### src/rtl/raw_isp_pkg.sv
// Shared constants and Bayer encodings for the raw-domain ISP stages.
// Channel index is the 2-bit phase {line_parity, pixel_lsb} XORed with the pattern.
package raw_isp_pkg;

   localparam int RAW_BITS      = 8;
   localparam int RAW_WIDTH     = 1936;
   localparam int RAW_GAIN_FRAC = 6;

   typedef enum logic [1:0] {
      CH_R  = 2'd0,
      CH_GR = 2'd1,
      CH_GB = 2'd2,
      CH_B  = 2'd3
   } bayer_ch_e;

   typedef enum logic [1:0] {
      PAT_RGGB = 2'd0,
      PAT_GRBG = 2'd1,
      PAT_GBRG = 2'd2,
      PAT_BGGR = 2'd3
   } bayer_pat_e;

   function automatic bayer_ch_e channel_of(input logic [1:0] phase, input logic [1:0] pattern);
      return bayer_ch_e'(phase ^ pattern);
   endfunction

endpackage

### src/rtl/raw_bayer_phase.sv
// Tracks the Bayer phase of the incoming pixel: pixel counter, line parity and
// vsync rising-edge detect. Phase reflects the position of the pixel presented now.
module raw_bayer_phase
   import raw_isp_pkg::*;
#(
   parameter int WIDTH = RAW_WIDTH
) (
   input  logic       pclk,
   input  logic       rst,
   input  logic       per_raw_clken,
   input  logic       per_frame_vsync,
   output logic [1:0] phase,
   output logic       vsync_rise
);

   localparam int CW = (WIDTH > 1) ? $clog2(WIDTH) : 1;

   logic [CW-1:0] cnt_reg;
   logic          parity_reg;
   logic          vsync_prev_reg;

   assign vsync_rise = per_frame_vsync & ~vsync_prev_reg;
   assign phase      = {parity_reg, cnt_reg[0]};

   always_ff @(posedge pclk) begin
      if (rst) begin
         cnt_reg        <= '0;
         parity_reg     <= 1'b0;
         vsync_prev_reg <= 1'b0;
      end else begin
         vsync_prev_reg <= per_frame_vsync;
         // Frame start wins over a pixel arriving in the same cycle.
         if (vsync_rise) begin
            cnt_reg    <= '0;
            parity_reg <= 1'b0;
         end else if (per_raw_clken) begin
            if (cnt_reg == CW'(WIDTH - 1)) begin
               cnt_reg    <= '0;
               parity_reg <= ~parity_reg;
            end else begin
               cnt_reg <= cnt_reg + CW'(1);
            end
         end
      end
   end

endmodule

### src/rtl/raw_blc_gain.sv
// Per-channel black-level subtraction and u2.6 gain on Bayer raw data, 4-stage
// pipeline; configuration is double-buffered and switches only at frame start.
module raw_blc_gain
   import raw_isp_pkg::*;
#(
   parameter int BITS      = RAW_BITS,
   parameter int WIDTH     = RAW_WIDTH,
   parameter int GAIN_FRAC = RAW_GAIN_FRAC
) (
   input  logic            pclk,
   input  logic            rst,
   input  logic [BITS-1:0] per_raw_data,
   input  logic            per_raw_clken,
   input  logic            per_frame_vsync,
   input  logic [BITS-1:0] cfg_blc_r,
   input  logic [BITS-1:0] cfg_blc_gr,
   input  logic [BITS-1:0] cfg_blc_gb,
   input  logic [BITS-1:0] cfg_blc_b,
   input  logic [7:0]      cfg_gain_r,
   input  logic [7:0]      cfg_gain_gr,
   input  logic [7:0]      cfg_gain_gb,
   input  logic [7:0]      cfg_gain_b,
   input  logic [1:0]      cfg_bayer_pattern,
   input  logic            cfg_valid,
   output logic [BITS-1:0] post_raw_data,
   output logic            post_raw_clken,
   output logic            post_frame_vsync
);

   localparam int             PW         = BITS + 8;
   localparam int             PW1        = PW + 1;
   localparam logic [7:0]     GAIN_ONE   = 8'(1 << GAIN_FRAC);
   localparam logic [PW:0]    ROUND_HALF = PW1'(1 << (GAIN_FRAC - 1));
   localparam logic [PW:0]    PIX_MAX    = PW1'((1 << BITS) - 1);

   logic [1:0]      phase;
   logic            vsync_rise;
   logic [BITS-1:0] cfg_blc_arr [4];
   logic [7:0]      cfg_gain_arr [4];
   logic [BITS-1:0] act_blc [4];
   logic [7:0]      act_gain [4];
   bayer_pat_e      pend_pat_reg, act_pat_reg;
   bayer_ch_e       ch;

   raw_bayer_phase #(.WIDTH(WIDTH)) u_phase (
      .pclk            (pclk),
      .rst             (rst),
      .per_raw_clken   (per_raw_clken),
      .per_frame_vsync (per_frame_vsync),
      .phase           (phase),
      .vsync_rise      (vsync_rise)
   );

   assign cfg_blc_arr[CH_R]   = cfg_blc_r;
   assign cfg_blc_arr[CH_GR]  = cfg_blc_gr;
   assign cfg_blc_arr[CH_GB]  = cfg_blc_gb;
   assign cfg_blc_arr[CH_B]   = cfg_blc_b;
   assign cfg_gain_arr[CH_R]  = cfg_gain_r;
   assign cfg_gain_arr[CH_GR] = cfg_gain_gr;
   assign cfg_gain_arr[CH_GB] = cfg_gain_gb;
   assign cfg_gain_arr[CH_B]  = cfg_gain_b;

   // A cfg_valid landing on the frame-start edge goes straight to the active set.
   genvar gi;
   generate
      for (gi = 0; gi < 4; gi++) begin : g_ch
         logic [BITS-1:0] pend_blc_reg, act_blc_reg;
         logic [7:0]      pend_gain_reg, act_gain_reg;

         always_ff @(posedge pclk) begin
            if (rst) begin
               pend_blc_reg  <= '0;
               act_blc_reg   <= '0;
               pend_gain_reg <= GAIN_ONE;
               act_gain_reg  <= GAIN_ONE;
            end else begin
               if (cfg_valid) begin
                  pend_blc_reg  <= cfg_blc_arr[gi];
                  pend_gain_reg <= cfg_gain_arr[gi];
               end
               if (vsync_rise) begin
                  act_blc_reg  <= cfg_valid ? cfg_blc_arr[gi]  : pend_blc_reg;
                  act_gain_reg <= cfg_valid ? cfg_gain_arr[gi] : pend_gain_reg;
               end
            end
         end

         assign act_blc[gi]  = act_blc_reg;
         assign act_gain[gi] = act_gain_reg;
      end
   endgenerate

   always_ff @(posedge pclk) begin
      if (rst) begin
         pend_pat_reg <= PAT_RGGB;
         act_pat_reg  <= PAT_RGGB;
      end else begin
         if (cfg_valid)
            pend_pat_reg <= bayer_pat_e'(cfg_bayer_pattern);
         if (vsync_rise)
            act_pat_reg <= cfg_valid ? bayer_pat_e'(cfg_bayer_pattern) : pend_pat_reg;
      end
   end

   assign ch = channel_of(phase, act_pat_reg);

   logic [BITS-1:0] s1_data_reg, s1_blc_reg, s2_diff_reg, post_data_reg;
   logic [7:0]      s1_gain_reg, s2_gain_reg;
   logic [PW-1:0]   s3_prod_reg;
   logic [3:0]      clken_pipe_reg, vsync_pipe_reg;
   logic [PW:0]     rounded, scaled;

   assign rounded = {1'b0, s3_prod_reg} + ROUND_HALF;
   assign scaled  = rounded >> GAIN_FRAC;

   always_ff @(posedge pclk) begin
      if (rst) begin
         s1_data_reg    <= '0;
         s1_blc_reg     <= '0;
         s1_gain_reg    <= '0;
         s2_diff_reg    <= '0;
         s2_gain_reg    <= '0;
         s3_prod_reg    <= '0;
         post_data_reg  <= '0;
         clken_pipe_reg <= '0;
         vsync_pipe_reg <= '0;
      end else begin
         clken_pipe_reg <= {clken_pipe_reg[2:0], per_raw_clken};
         vsync_pipe_reg <= {vsync_pipe_reg[2:0], per_frame_vsync};
         s1_data_reg    <= per_raw_data;
         s1_blc_reg     <= act_blc[ch];
         s1_gain_reg    <= act_gain[ch];
         s2_diff_reg    <= (s1_data_reg > s1_blc_reg) ? (s1_data_reg - s1_blc_reg) : '0;
         s2_gain_reg    <= s1_gain_reg;
         s3_prod_reg    <= PW'(s2_diff_reg) * PW'(s2_gain_reg);
         // Output is forced to zero whenever the aligned valid is low.
         if (!clken_pipe_reg[2])
            post_data_reg <= '0;
         else if (scaled > PIX_MAX)
            post_data_reg <= '1;
         else
            post_data_reg <= scaled[BITS-1:0];
      end
   end

   assign post_raw_data    = post_data_reg;
   assign post_raw_clken   = clken_pipe_reg[3];
   assign post_frame_vsync = vsync_pipe_reg[3];

endmodule

### config.mk
export PLATFORM = sky130hd
export DESIGN_NAME = raw_blc_gain
export DESIGN_NICKNAME = d
export VERILOG_FILES = /design/src/rtl/raw_isp_pkg.sv /design/src/rtl/raw_bayer_phase.sv /design/src/rtl/raw_blc_gain.sv
export SDC_FILE = /design/constraint.sdc
export NUM_CORES = 1
export LEC_CHECK = 0
export CORE_MARGIN = 10
export CORE_UTILIZATION = 45
export DETAILED_ROUTE_END_ITERATION = 8
export GPL_TIMING_DRIVEN = 0
export PLACE_DENSITY = 0.67
export SLEW_MARGIN = 20
export SYNTH_ARGS = -nofsm -noshare
export SYNTH_HDL_FRONTEND = slang
export SYNTH_HIERARCHICAL = 1
export SYNTH_SLANG_ARGS = --single-unit
export TNS_END_PERCENT = 10
### constraint.sdc
create_clock -name pclk -period 3.8 [get_ports pclk]
set_input_delay 0.76 -clock pclk [delete_from_list [all_inputs] [get_ports pclk]]
set_output_delay 0.76 -clock pclk [all_outputs]
set_load 0.02 [all_outputs]
==> impl_metrics.yaml, run 1 <==
min_path:
  whs_path_depth: 1
  min_from: "s1_gain_reg[5]"
  hp-class: "flop to flop"
  min_to: "s2_gain_reg[5]"
detailed_routing:
  postRouteWirelength_um: 23370
  drt-vias-per-instance: 5.157
  ant_nets: 0
  firstDrtPassIters: 5
  drc: 0
  vias: 7209
  routedWlPerCell_um: 16.72
  drtIter0Drc: 307
cells_and_area:
  final_common_cell: "dfxtp_1"
  area_growth_pct: 22.94
  drive_above_1_share_pct: 11.99
  layout_common_cells: "dfxtp_1, nor2_1, clkdlybuf4s50_1"
  antennaDiodeCount: 0
  nets: 1261
worst_setup_path:
  critical_path.endpoint_type: "flop"
  crit_fanout: 8
  worst-path-buf-inv: 2
  cpMostUsedCell: "fa_1"
  crit_required_ps: 4200
  critPathSlowestCell: "fa_1"
  critical_path.max_stage_delay_ps: 540
  cp_cell_sequence: "and2_4 -> fa_1 -> inv_1 -> fa_1 -> fa_1 -> fa_1 -> inv_2 -> ha_4 -> and3_4 -> and2_4 -> a31oi_4 -> a22oi_2 -> mux2_4"
  r2r-start: "s2_gain_reg[4]"
  critPathLaunchType: "flop"
  r2r_setup_slack_ps: -150
  arrival_ps: 4350
  reg2reg_depth: 13
  cp.depth: 13
  crit_family: "adder cells"
  reg2reg_to: "s3_prod_reg[15]"
  path_class: "flop to flop"
logic_synthesis:
  netlist_area_um2: 9937
  synth_seq_cells: 212
  yosysTopAreaCellShare_pct: 42.71
  postSynthAreaPerCell_um2: 10.14
  synth-edff-count: 0
  ys_seq_area_share_pct: 42.71
  synth_flop_cell: "dfxtp_1"
  syn_nets: 1138
  synth_cells: 980
  ys_async_sr_fraction_pct: 0
  yosys.area.top_type: "dfxtp_1"
  yosys-top-cells-area: "dfxtp_1, fa_1, mux2i_1"
  synth_warnings: 6
  yosysUniqueCellTypes: 60
global_route:
  antenna_found_initial: 0
  grt_overflow: 0
  grt_max_degree: 14
  grt_pass1_vias: 7505
  grt_pass1_wl_um: 38760
  grt_use_total_pct: 16.40
die:
  die_x_um: 168.6
  core-area_um2: 21760
  start_util_pct: 45.68
  rows: 54
  io_pins: 89
  die_area_um2: 28430
  die_h_um: 168.6
clocking:
  clock_latency_ps: 510
  path_clk_slew_ps: 60
  tritoncts: "yes"
  clkSinkCount: 212
  numCtsBuffers: 23
  cts_max_level: 1
  ctsRootBufferMaster: "clkbuf_16"
  ctsHoldBuffers: 0
  cts.path.max_buffers: 3
placed_design:
  dpl.hpwl_um: 17870
  place_ws_ps: -392.8
  numPortBuffers: 87
  gp_congestion: 0.8563
sta:
  maxSlewViolCount: 0
  fin_crit_sh_pct: 104.1
  rsz0062_at_grt: "yes"
  clock-skew-final_ps: 9.543
  worst_slew_pin_slew_ps: 861.6
  setup_viol: 6
  fin_ws_ps: -155.0
  worst_hold_slack_ps: 435.2
  min_period_ps: 3955
  timing.fmax_ghz: 0.2528
  max_slew_margin_pct: 42.56
  hold_violations: 0
status:
  violations: "setup timing"
  status: "finished with violations"
pwr:
  worst_ir_drop_vdd_v: 0.0003123
  leakagePower_nw: 5.035
  p_per_area_nw_per_um2: 444.8
job:
  cap_violations: 0
## layer usage
layer / vias up / track usage (%) / routed length, µm
met3: 36 / 2.478 / 841
met4: 0 / 5.337 / 581
met5: - / 0 / 0
met2: 128 / 28.41 / 11610
met1: 3450 / 20.40 / 10350
li1: 3595 / - / -
## per-stage QoR
step / TNS (ps) / util, % / instance area (µm²) / power [W] / cells
floorplan: -59.44 / - / 10000 / 0.002872 / 980
finish: -448.2 / 56.15 / 12220 / 0.005434 / 1398
global route: -1774 / 56.15 / 12220 / 0.005659 / 1398
global placement: -1182 / 51.58 / 11220 / 0.003101 / 1347
detailed placement: -1633 / 51.58 / 11220 / 0.003114 / 1347
CTS: -395.0 / 56.03 / 12190 / 0.005485 / 1398
## cell families (layout without fill, tap and decap cells)
| logic type | Yosys count | count (layout) | synth area share, % |
|---|---|---|---|
| adders and majority gates | 79 | 79 | 12.67 |
| muxes | 86 | 86 | 11.06 |
| buffers and inverters | 114 | 252 | 4.621 |
| AOI/OAI and AO/OA | 131 | 131 | 9.670 |
| xor gates and xnor gates | 22 | 22 | 2.090 |
| DFF | 212 | 212 | 42.71 |
| and+or+nand+nor | 336 | 336 | 17.19 |
## area by class of cell
cell class / instances / area (µm²)
Sequential cell: 212 / 4294
Clock inverter: 7 / 150.1
Tap cell: 280 / 350.3
Timing Repair Buffer: 98 / 953.4
Fill cell: 1964 / 9539
Multi-Input combinational cell: 654 / 5356
Clock buffer: 33 / 653.1
Buffer: 50 / 219.0
Inverter: 64 / 240.2
## report_power, final
group | internal (W) | switching (W)
combinational | 0.000308 | 0.000317
sequential | 0.00236 | 0.0000965
clock | 0.00147 | 0.000880
## Yosys cell counts, types with 5 or more instances
library cell and n:
dfxtp_1 212, nor2_1 150, a211oi_1 68, mux2i_1 67, inv_1 64, and2_1 58
ha_1 43, fa_1 36, clkbuf_1 33, nor2b_1 31, nand2_1 30, a21oi_1 20
nor3_1 15, nand4_1 14, xor2_1 12, o21ai_0 11, mux4_1 8, mux4_2 8
xnor2_1 8, buf_2 7, o21a_1 7, and2_2 5, buf_1 5, nand3_1 5
or2_2 5
## worst max path at each step
stage / from / to / slack (ps)
detailed placement: s2_gain_reg[3] / s3_prod_reg[15] / -390
CTS: s2_gain_reg[3] / s3_prod_reg[15] / -160
floorplan: s2_diff_reg[3] / s3_prod_reg[15] / -60
global placement: s2_gain_reg[4] / s3_prod_reg[15] / -350
finish: s2_gain_reg[4] / s3_prod_reg[15] / -150
global route: s2_diff_reg[6] / s3_prod_reg[15] / -300
## repair_timing
item                                    in CTS  in global routing
endpoints found under the setup margin       9                  9
resized for setup                           32                  7
buffers inserted                            11                  0
pin swaps                                   12                  1
Power figures use the tool's default switching activity.
==> run 2: changes to the inputs <==
--- a/config.mk
+++ b/config.mk
@@ -5,6 +5,7 @@
 export SDC_FILE = /design/constraint.sdc
 export NUM_CORES = 1
 export LEC_CHECK = 0
+export CORE_ASPECT_RATIO = 1.25
 export CORE_MARGIN = 10
 export CORE_UTILIZATION = 45
 export DETAILED_ROUTE_END_ITERATION = 8
==> impl_metrics.yaml, run 2 (same netlist as run 1, synthesis figures left out) <==
pwr:
  p_sw_w: 0.001279
  fin_total_pwr_w: 0.005312
  p_seq_share_pct: 46.2
  leakagePower_nw: 5.026
  worst_ir_drop_vdd_v: 0.0004254
  swShare_pct: 24.07
  internal_power_w: 0.004034
  power_frac_comb_pct: 11.8
  p_per_area_nw_per_um2: 434.8
  p_clk_share_pct: 42.0
min_path:
  min_from: "s1_gain_reg[4]"
  min_to: "s2_gain_reg[4]"
  hp-class: "flop to flop"
  whs_path_depth: 1
worst_setup_path:
  cp_cell_sequence: "and2_4 -> fa_1 -> fa_1 -> fa_1 -> inv_1 -> fa_1 -> inv_2 -> ha_4 -> a21o_1 -> a31o_4 -> a31oi_4 -> a22oi_2 -> mux2_4"
  crit_fanout: 4
  r2r_setup_slack_ps: -220
  critical_path.endpoint_type: "flop"
  r2r-start: "s2_diff_reg[6]"
  reg2reg_depth: 13
  cpMostUsedCell: "fa_1"
  critPathSlowestCell: "fa_1"
  reg2reg_to: "s3_prod_reg[15]"
  path_class: "flop to flop"
  critPathLaunchType: "flop"
  crit_required_ps: 4180
  arrival_ps: 4400
  critical_path.max_stage_delay_ps: 590
clocking:
  ctsRootBufferMaster: "clkbuf_16"
  tritoncts: "yes"
  clock_latency_ps: 500
  cts.path.max_buffers: 3
  clkSinkCount: 212
  numCtsBuffers: 22
  path_clk_slew_ps: 60
  cts_max_level: 1
cells_and_area:
  final_common_cell: "dfxtp_1"
  nets: 1262
  layout_common_cells: "dfxtp_1, nor2_1, clkdlybuf4s50_1"
  design_area_um2: 12220
  layoutNonFillerInstCount: 1397
  area_growth_pct: 22.94
  drive_above_1_share_pct: 12.34
  antennaDiodeCount: 0
global_route:
  antenna_found_initial: 0
  grt_overflow: 0
  grt_pass1_vias: 7521
  grt_pass1_wl_um: 38300
  grt_use_total_pct: 16.38
  grt_max_degree: 15
job:
  cap_violations: 0
die:
  rows: 60
  core-area_um2: 21620
  io_pins: 89
  start_util_pct: 45.96
  die_area_um2: 28460
  die_x_um: 152.9
  die_h_um: 186.1
sta:
  rsz0062_at_grt: "yes"
  worst_slew_pin_slew_ps: 838.9
  maxSlewViolCount: 0
  hold_violations: 0
  max_slew_margin_pct: 44.07
  fin_ws_ps: -216.3
  worst_hold_slack_ps: 431.5
  timing.fmax_ghz: 0.2490
  setup_viol: 5
  clock-skew-final_ps: 13.25
  min_period_ps: 4016
  fin_crit_sh_pct: 105.7
placed_design:
  dp.cells: 1346
  numPortBuffers: 87
  gp_congestion: 0.8661
  place_area_um2: 11220
  dpl.hpwl_um: 17750
status:
  status: "finished with violations"
  violations: "setup timing"
detailed_routing:
  drt-vias-per-instance: 5.170
  routedWlPerCell_um: 16.76
  firstDrtPassIters: 4
  drc: 0
  ant_nets: 0
  drtIter0Drc: 300
  postRouteWirelength_um: 23420
  vias: 7222
run 2: layout make-up:
type,count,area [µm²]
Clock buffer,33,673.1
Clock inverter,5,85.08
Fill cell,1911,9404
Timing Repair Buffer,100,968.4
Sequential cell,212,4284
Inverter,64,240.2
Tap cell,279,349.1
Buffer,50,219.0
Multi-Input combinational cell,654,5398
run 2: how the worst max path moves through the flow:
stage / startpoint / to / slack (ps) / cells after the start
2_1_floorplan: s2_diff_reg[3] / s3_prod_reg[15] / -60 / 13
3_5_place_dp: s2_gain_reg[3] / s3_prod_reg[15] / -320 / 13
5_1_grt: s2_gain_reg[7] / s3_prod_reg[15] / -330 / 13
3_3_place_gp: s2_gain_reg[3] / s3_prod_reg[15] / -330 / 13
4_1_cts: s2_diff_reg[6] / s3_prod_reg[15] / -180 / 13
6_report: s2_diff_reg[6] / s3_prod_reg[15] / -220 / 13
run 2: worst max-delay path: cells and delay by family, from the launching register on:
kind | cells | cell delay (ps)
AND/OR/NAND/NOR | 1 | 160
AO/OA/AOI/OAI | 4 | 720
multiplexers | 1 | 300
buffers and inverters | 2 | 100
flip-flops | 1 | 350
adder cells (fa/ha/maj) | 5 | 2270
run 2: per-stage QoR:
step	setup WS, ps	utilization (%)	setup TNS, ps
finish	-216.3	56.50	-543.6
global route	-327.5	56.50	-1683
CTS	-179.6	56.02	-486.1
detailed placement	-323.4	51.89	-1265
global placement	-332.1	51.89	-1017
floorplan	-59.44	-	-59.44
run 2: repair_timing:
| item | in CTS | in global routing |
|---|---|---|
| hold buffers | 0 | 0 |
| setup endpoints to repair | 8 | 9 |
| pin swaps | 8 | 15 |
| gates resized for setup | 23 | 18 |
| buffers inserted | 10 | 3 |
run 2: power groups by stage:
stage          clock network (W)  registers, W  logic (W)
3_5_place_dp                   0       0.00251   0.000602
2_1_floorplan                  0       0.00246   0.000412
6_report                 0.00223       0.00245   0.000627
4_1_cts                  0.00227       0.00246   0.000623
5_1_grt                  0.00236       0.00247   0.000699
3_3_place_gp                   0       0.00251   0.000595
run 2: per-layer routing:
metal | GRT usage [%] | share of wire [%]
met2 | 30.95 | 52
met5 | 0 | 0
met1 | 17.63 | 39
met3 | 2.666 | 3.8
met4 | 7.257 | 4.5
